File: config.mk
export PLATFORM = sky130hd
export DESIGN_NAME = decode_unit
export DESIGN_NICKNAME = d
export VERILOG_FILES = /design/src/rtl/decode_unit.sv
export SDC_FILE = /design/constraint.sdc
export NUM_CORES = 2
export LEC_CHECK = 0
export ABC_CLOCK_PERIOD_IN_PS = 6800
export CAP_MARGIN = 10
export CORE_ASPECT_RATIO = 2
export CORE_UTILIZATION = 55
export DETAILED_ROUTE_END_ITERATION = 8
export PLACE_DENSITY_LB_ADDON = 0.15
export SKIP_CTS_REPAIR_TIMING = 1
export SYNTH_ARGS = -nofsm -noshare
export SYNTH_HDL_FRONTEND = slang
export SYNTH_SLANG_ARGS = --single-unit
File: constraint.sdc
create_clock -name DU_CLK -period 6.8 [get_ports DU_CLK]
set_input_delay 1.7 -clock DU_CLK [delete_from_list [all_inputs] [get_ports DU_CLK]]
set_output_delay 1.7 -clock DU_CLK [all_outputs]
set_load 0.005 [all_outputs]
File: src/rtl/decode_unit.sv
// Decode stage of the 5-stage MIPS pipeline: IF/ID register, register file,
// control decoder and early branch/jump resolution back to fetch.
module decode_unit #(
  parameter int unsigned WIDTH = 32
) (
  input  logic             DU_CLK,
  input  logic             DU_RST,
  input  logic [WIDTH-1:0] DU_Instr,
  input  logic [WIDTH-1:0] DU_PcPlus4,
  input  logic             DU_StallD,
  input  logic             DU_ForwardAD,
  input  logic             DU_ForwardBD,
  input  logic [WIDTH-1:0] DU_ALUOutM,
  input  logic             DU_RegWriteW,
  input  logic [4:0]       DU_WriteRegW,
  input  logic [WIDTH-1:0] DU_ResultW,
  output logic [1:0]       DU_PcSrc,
  output logic [WIDTH-1:0] DU_PcBranch,
  output logic [WIDTH-1:0] DU_PcJump,
  output logic [WIDTH-1:0] DU_RD1,
  output logic [WIDTH-1:0] DU_RD2,
  output logic [4:0]       DU_Rs,
  output logic [4:0]       DU_Rt,
  output logic [4:0]       DU_Rd,
  output logic [WIDTH-1:0] DU_SignImm,
  output logic             DU_RegWrite,
  output logic             DU_MemtoReg,
  output logic             DU_MemWrite,
  output logic             DU_ALUSrc,
  output logic             DU_RegDst,
  output logic             DU_Branch,
  output logic             DU_Jump,
  output logic [2:0]       DU_ALUControl
);

  localparam int unsigned NUM_REGS = 32;
  localparam int unsigned IMM_W    = 16;

  localparam logic [5:0] OP_RTYPE = 6'b000000;
  localparam logic [5:0] OP_LW    = 6'b100011;
  localparam logic [5:0] OP_SW    = 6'b101011;
  localparam logic [5:0] OP_BEQ   = 6'b000100;
  localparam logic [5:0] OP_ADDI  = 6'b001000;
  localparam logic [5:0] OP_J     = 6'b000010;

  localparam logic [5:0] FN_ADD = 6'b100000;
  localparam logic [5:0] FN_SUB = 6'b100010;
  localparam logic [5:0] FN_AND = 6'b100100;
  localparam logic [5:0] FN_OR  = 6'b100101;
  localparam logic [5:0] FN_SLT = 6'b101010;

  localparam logic [2:0] ALU_ADD = 3'b010;
  localparam logic [2:0] ALU_SUB = 3'b110;
  localparam logic [2:0] ALU_AND = 3'b000;
  localparam logic [2:0] ALU_OR  = 3'b001;
  localparam logic [2:0] ALU_SLT = 3'b111;

  logic [WIDTH-1:0] r_instr_d;
  logic [WIDTH-1:0] r_pc_plus4_d;
  logic [WIDTH-1:0] r_regs [NUM_REGS];

  logic [5:0]       w_opcode;
  logic [5:0]       w_funct;
  logic [4:0]       w_rs;
  logic [4:0]       w_rt;
  logic [WIDTH-1:0] w_rd1;
  logic [WIDTH-1:0] w_rd2;
  logic [WIDTH-1:0] w_cmp_a;
  logic [WIDTH-1:0] w_cmp_b;
  logic [WIDTH-1:0] w_sign_imm;
  logic [1:0]       w_pc_src;
  logic             w_reg_write;
  logic             w_mem_to_reg;
  logic             w_mem_write;
  logic             w_alu_src;
  logic             w_reg_dst;
  logic             w_branch;
  logic             w_jump;
  logic [2:0]       w_alu_ctl;

  assign w_opcode   = r_instr_d[31:26];
  assign w_funct    = r_instr_d[5:0];
  assign w_rs       = r_instr_d[25:21];
  assign w_rt       = r_instr_d[20:16];
  assign w_sign_imm = {{(WIDTH-IMM_W){r_instr_d[IMM_W-1]}}, r_instr_d[IMM_W-1:0]};

  // IF/ID register: stall holds, a redirect squashes the fetched instruction
  always_ff @(posedge DU_CLK or negedge DU_RST) begin
    if (!DU_RST) begin
      r_instr_d    <= '0;
      r_pc_plus4_d <= '0;
    end else if (!DU_StallD) begin
      if (w_pc_src != 2'b00) begin
        r_instr_d    <= '0;
        r_pc_plus4_d <= '0;
      end else begin
        r_instr_d    <= DU_Instr;
        r_pc_plus4_d <= DU_PcPlus4;
      end
    end
  end

  always_ff @(posedge DU_CLK or negedge DU_RST) begin
    if (!DU_RST) begin
      for (int i = 0; i < NUM_REGS; i++) r_regs[i] <= '0;
    end else if (DU_RegWriteW && (DU_WriteRegW != 5'd0)) begin
      r_regs[DU_WriteRegW] <= DU_ResultW;
    end
  end

  // Reads see the in-flight writeback so WB and ID can share a cycle
  always_comb begin
    w_rd1 = r_regs[w_rs];
    w_rd2 = r_regs[w_rt];
    if (DU_RegWriteW && (DU_WriteRegW == w_rs)) w_rd1 = DU_ResultW;
    if (DU_RegWriteW && (DU_WriteRegW == w_rt)) w_rd2 = DU_ResultW;
    if (w_rs == 5'd0) w_rd1 = '0;
    if (w_rt == 5'd0) w_rd2 = '0;
  end

  always_comb begin
    w_reg_write  = 1'b0;
    w_mem_to_reg = 1'b0;
    w_mem_write  = 1'b0;
    w_alu_src    = 1'b0;
    w_reg_dst    = 1'b0;
    w_branch     = 1'b0;
    w_jump       = 1'b0;
    w_alu_ctl    = 3'b000;
    case (w_opcode)
      OP_RTYPE: begin
        case (w_funct)
          FN_ADD:  w_alu_ctl = ALU_ADD;
          FN_SUB:  w_alu_ctl = ALU_SUB;
          FN_AND:  w_alu_ctl = ALU_AND;
          FN_OR:   w_alu_ctl = ALU_OR;
          FN_SLT:  w_alu_ctl = ALU_SLT;
          default: w_alu_ctl = 3'b000;
        endcase
        if (w_funct inside {FN_ADD, FN_SUB, FN_AND, FN_OR, FN_SLT}) begin
          w_reg_write = 1'b1;
          w_reg_dst   = 1'b1;
        end
      end
      OP_LW: begin
        w_reg_write  = 1'b1;
        w_alu_src    = 1'b1;
        w_mem_to_reg = 1'b1;
        w_alu_ctl    = ALU_ADD;
      end
      OP_SW: begin
        w_mem_write = 1'b1;
        w_alu_src   = 1'b1;
        w_alu_ctl   = ALU_ADD;
      end
      OP_BEQ: begin
        w_branch  = 1'b1;
        w_alu_ctl = ALU_SUB;
      end
      OP_ADDI: begin
        w_reg_write = 1'b1;
        w_alu_src   = 1'b1;
        w_alu_ctl   = ALU_ADD;
      end
      OP_J:    w_jump = 1'b1;
      default: w_jump = 1'b0;
    endcase
  end

  assign w_cmp_a = DU_ForwardAD ? DU_ALUOutM : w_rd1;
  assign w_cmp_b = DU_ForwardBD ? DU_ALUOutM : w_rd2;

  always_comb begin
    w_pc_src = 2'b00;
    if (!DU_StallD) begin
      if (w_jump)                              w_pc_src = 2'b10;
      else if (w_branch && (w_cmp_a == w_cmp_b)) w_pc_src = 2'b01;
    end
  end

  assign DU_PcSrc      = w_pc_src;
  assign DU_PcBranch   = (w_sign_imm << 2) + r_pc_plus4_d;
  assign DU_PcJump     = {r_pc_plus4_d[WIDTH-1:WIDTH-4], r_instr_d[25:0], 2'b00};
  assign DU_RD1        = w_rd1;
  assign DU_RD2        = w_rd2;
  assign DU_Rs         = w_rs;
  assign DU_Rt         = w_rt;
  assign DU_Rd         = r_instr_d[15:11];
  assign DU_SignImm    = w_sign_imm;
  assign DU_RegWrite   = w_reg_write;
  assign DU_MemtoReg   = w_mem_to_reg;
  assign DU_MemWrite   = w_mem_write;
  assign DU_ALUSrc     = w_alu_src;
  assign DU_RegDst     = w_reg_dst;
  assign DU_Branch     = w_branch;
  assign DU_Jump       = w_jump;
  assign DU_ALUControl = w_alu_ctl;

endmodule

==> impl_metrics.toml <==
[outcome]
status = "finished, violations left"
violations = "setup timing"

[pwr]
power.switching_uw = 7104
p_clk_frac = 0.283
switching_share = 0.3285
p_leak_uw = 0.03212
p_total_uw = 21620
combPwrFrac = 0.315
seqPwrFrac = 0.402
ir_worst_vdd_mv = 0.3929
internal-power_uw = 14520
power_density_nw_per_um2 = 293.1

[die]
die-area_um2 = 115200
die-width_um = 240.5
rows = 174
initial_core_util = 0.5558
die_h_um = 479.0
core_um2 = 112600
ios = 326

[cells_and_area]
ff_latch_area_um2 = 27250
nets = 5467
drive_gt1_frac = 0.4205
multi_input_area_um2 = 32740
nFillCells = 8604
area_delta_synth_final_pct = 17.94

[timing]
relSlewSlack = 0.05146
setup_ws_ns = -0.004972
fin_setup_tns_ns = -0.004972
finalMaxSlewViolations = 0
max_freq_ghz = 0.1470
finalHoldViolCount = 0
min_period_ns = 6.805
tightest_slew_ns = 1.423
setup_viol = 1
fin_crit_sh = 1.001
skew_ns = 0.02196

[setup_path]
timing.critical_path.mode_cell = "buf_12"
cp_cell_sequence = "buf_12, buf_12, mux4_2, mux2i_1, o21ai_0, o221a_2, xor2_1, a21oi_1, nor4_2, nand4_1, nor4_4, buf_2"
arrival_ns = 5.10
worst_ep_required_time_ns = 5.10
path_class = "reg2out"
slowest_stage = "o21ai_0"
startpoint_type = "flip-flop"
endpoint_kind = "output port"
slowest_delay_ns = 0.92
critPathMaxFanout = 21

[yosys]
synth_warnings = 0
synthXorXnorAreaFrac = 0.01120
synth_compound_area_frac = 0.07298
synth.cell_area_um2 = 62560
netlist_instances = 4871
yosysUniqueCellTypes = 84
syn_area_per_cell_um2 = 12.84
synthSimpleGateAreaFrac = 0.06028
synth_edf_count = 0
synth_fa_ha_area_frac = 0.006120
synth_top_family_by_area = "multiplexers"
async_flop_share = 1.000
synthMuxAreaShare = 0.3663
synth-seq-area-share = 0.4352
synthFlopType = "dfrtp_1"
ys_ff_latch = 1088

[routing]
post_drt_wl_per_cell_um = 40.03
wirelength_mm = 275.6
viasPerCell = 7.087
drc = 0
final_antenna_net_count = 0
drt_iter0_markers = 5398
vias = 48800
firstDrtPassIters = 8

[cts]
cts_made_buffers = 99
ctsHtreeMaxLevel = 3
clock_latency_ns = 0.74
cts_sinks = 1088
clk_path_buf_depth = 3
cts_tree = "built"
clk_pin_slew_worst_paths_ns = 0.07
cts_root_buf = "clkbuf_16"

[global_routing]
grt_pass1_vias = 49410
track_usage = 0.4835
antenna_found_initial = 24
grt_pass1_wl_mm = 380.6
grt_start_max_net_pins = 152
grt-ovfl-total = 0

[placed_design]
gp_congestion = 1.095
preCtsSetupSlack_ns = -1.018
io_buffers = 323
hpwlAfterDp_mm = 192.7

[hold_path]
hp-class = "reg2reg"

[run]
drv_cap = 0
-- critical path: cells and delay by family (launching register included) --
family	cells	cell delay [ns]
compound gates	3	1.50
xor+xnor	1	0.20
buf+inv	3	0.68
flops	1	0.72
mux	2	0.36
simple gates	3	0.87
-- final cells by class --
class | instances | area share
Sequential cell | 1088 | 0.3694
Inverter | 32 | 0.001628
Tap cell | 1496 | 0.02537
Multi-Input combinational cell | 3186 | 0.4437
Antenna cell | 11 | 0.0003731
Clock inverter | 49 | 0.008665
Timing Repair Buffer | 891 | 0.1123
Clock buffer | 133 | 0.03858
-- power groups by stage --
| stage | clock network [uW] | registers, uW | logic, uW |
|---|---|---|---|
| after floorplan | 0 | 8340 | 3890 |
| after global placement | 0 | 8660 | 6520 |
| after detailed placement | 0 | 8740 | 6600 |
| after CTS | 6140 | 8630 | 6630 |
| after global routing | 6380 | 8790 | 7050 |
| final | 6110 | 8690 | 6820 |
-- final timing paths --
kind                                      startpoint                           to  slack, ns  cells after the start
min reg2reg                 r_regs[1010]$_DFFE_PN0P_     r_regs[1010]$_DFFE_PN0P_       0.40                      0
max                        r_instr_d[16]$_DFFE_PN0N_                  DU_PcSrc[0]     -0.005                     12
max in group asynchronous                     DU_RST    r_instr_d[21]$_DFFE_PN0N_       4.28                      2
min in group asynchronous                     DU_RST      r_regs[789]$_DFFE_PN0P_       0.92                      1
min                         r_regs[1010]$_DFFE_PN0P_     r_regs[1010]$_DFFE_PN0P_       0.40                      0
max reg2reg                r_instr_d[18]$_DFFE_PN0N_  r_pc_plus4_d[0]$_DFFE_PN0N_       1.21                     16
-- layout by cell type (no fill, tap or decap), types with 14 or more instances in the layout --
master	Yosys	final
nor3b_1	16	16
nor2b_1	27	20
o211ai_1	14	14
nor2_4	0	17
nor3_1	42	39
and2_1	16	16
clkdlybuf4s50_1	0	315
dfrtp_1	1088	1079
a22oi_1	168	168
ha_1	29	29
o21ai_0	95	91
clkbuf_16	0	100
o22ai_1	14	14
a211oi_1	23	21
a21oi_1	86	85
mux2_2	970	970
mux4_2	381	381
nand2_1	229	207
xnor2_1	59	58
buf_4	112	504
inv_1	30	29
nand4_1	33	33
a221oi_1	23	22
buf_12	2	61
xor2_1	21	21
nand3b_1	68	68
and3_1	27	27
mux2i_1	341	340
nand3_1	79	76
o21ai_2	60	62
clkinv_2	0	18
nor2_1	142	123
nand2_2	0	22
clkbuf_8	0	22
a21o_1	16	16
a32oi_1	25	23
-- synthesized netlist by cell type (24+ instances only) --
master | instances | share of area
nand2_1 | 229 | 0.014
mux2i_1 | 341 | 0.055
nor3_1 | 42 | 0.0034
nor2b_1 | 27 | 0.0027
buf_2 | 85 | 0.0068
nor2_1 | 142 | 0.0085
a32oi_1 | 25 | 0.0035
buf_4 | 112 | 0.013
dfrtp_1 | 1088 | 0.44
mux2_2 | 970 | 0.17
and3_1 | 27 | 0.0027
nand3b_1 | 68 | 0.0082
ha_1 | 29 | 0.0058
a21oi_1 | 86 | 0.0069
xnor2_1 | 59 | 0.0083
mux4_2 | 381 | 0.14
o21ai_0 | 95 | 0.0076
inv_1 | 30 | 0.0018
a22oi_1 | 168 | 0.020
nand3_1 | 79 | 0.0063
clkbuf_1 | 326 | 0.020
nand4_1 | 33 | 0.0033
o21ai_2 | 60 | 0.0084
buf_6 | 24 | 0.0043
-- state kept, by name, summed over array words and instances (netlist names) --
register,flops
r_pc_plus4_d,32
r_instr_d,32
r_regs,1024
-- per-layer routing --
layer | vias up | global-route usage | part of all wire
met5 | - | 0 | 0.00042
met4 | 18 | 0.4482 | 0.11
met3 | 1176 | 0.1331 | 0.10
met2 | 3147 | 0.7373 | 0.45
met1 | 25310 | 0.5469 | 0.33
li1 | 19150 | - | -
-- cells by family after synthesis --
logic type,Yosys count
multiplexers,1692
flip-flops,1088
AND/OR/NAND/NOR,745
AO/OA/AOI/OAI,637
buffers and inverters,598
XOR/XNOR,80
adder cells (fa/ha/maj),30
other,1
-- stage by stage --
step / utilization / cell area [um^2] / instances / hold slack (ns)
after global routing: 0.6554 / 73770 / 6880 / 0.4109
after CTS: 0.6530 / 73500 / 6872 / 0.4017
after detailed placement: 0.6221 / 70020 / 6690 / 0.3842
final: 0.6555 / 73780 / 6886 / 0.4015
after global placement: 0.6221 / 70020 / 6690 / 0.3768
after floorplan: - / 62570 / 4872 / 0.4413
No activity file was read; power rests on OpenSTA's default activity.
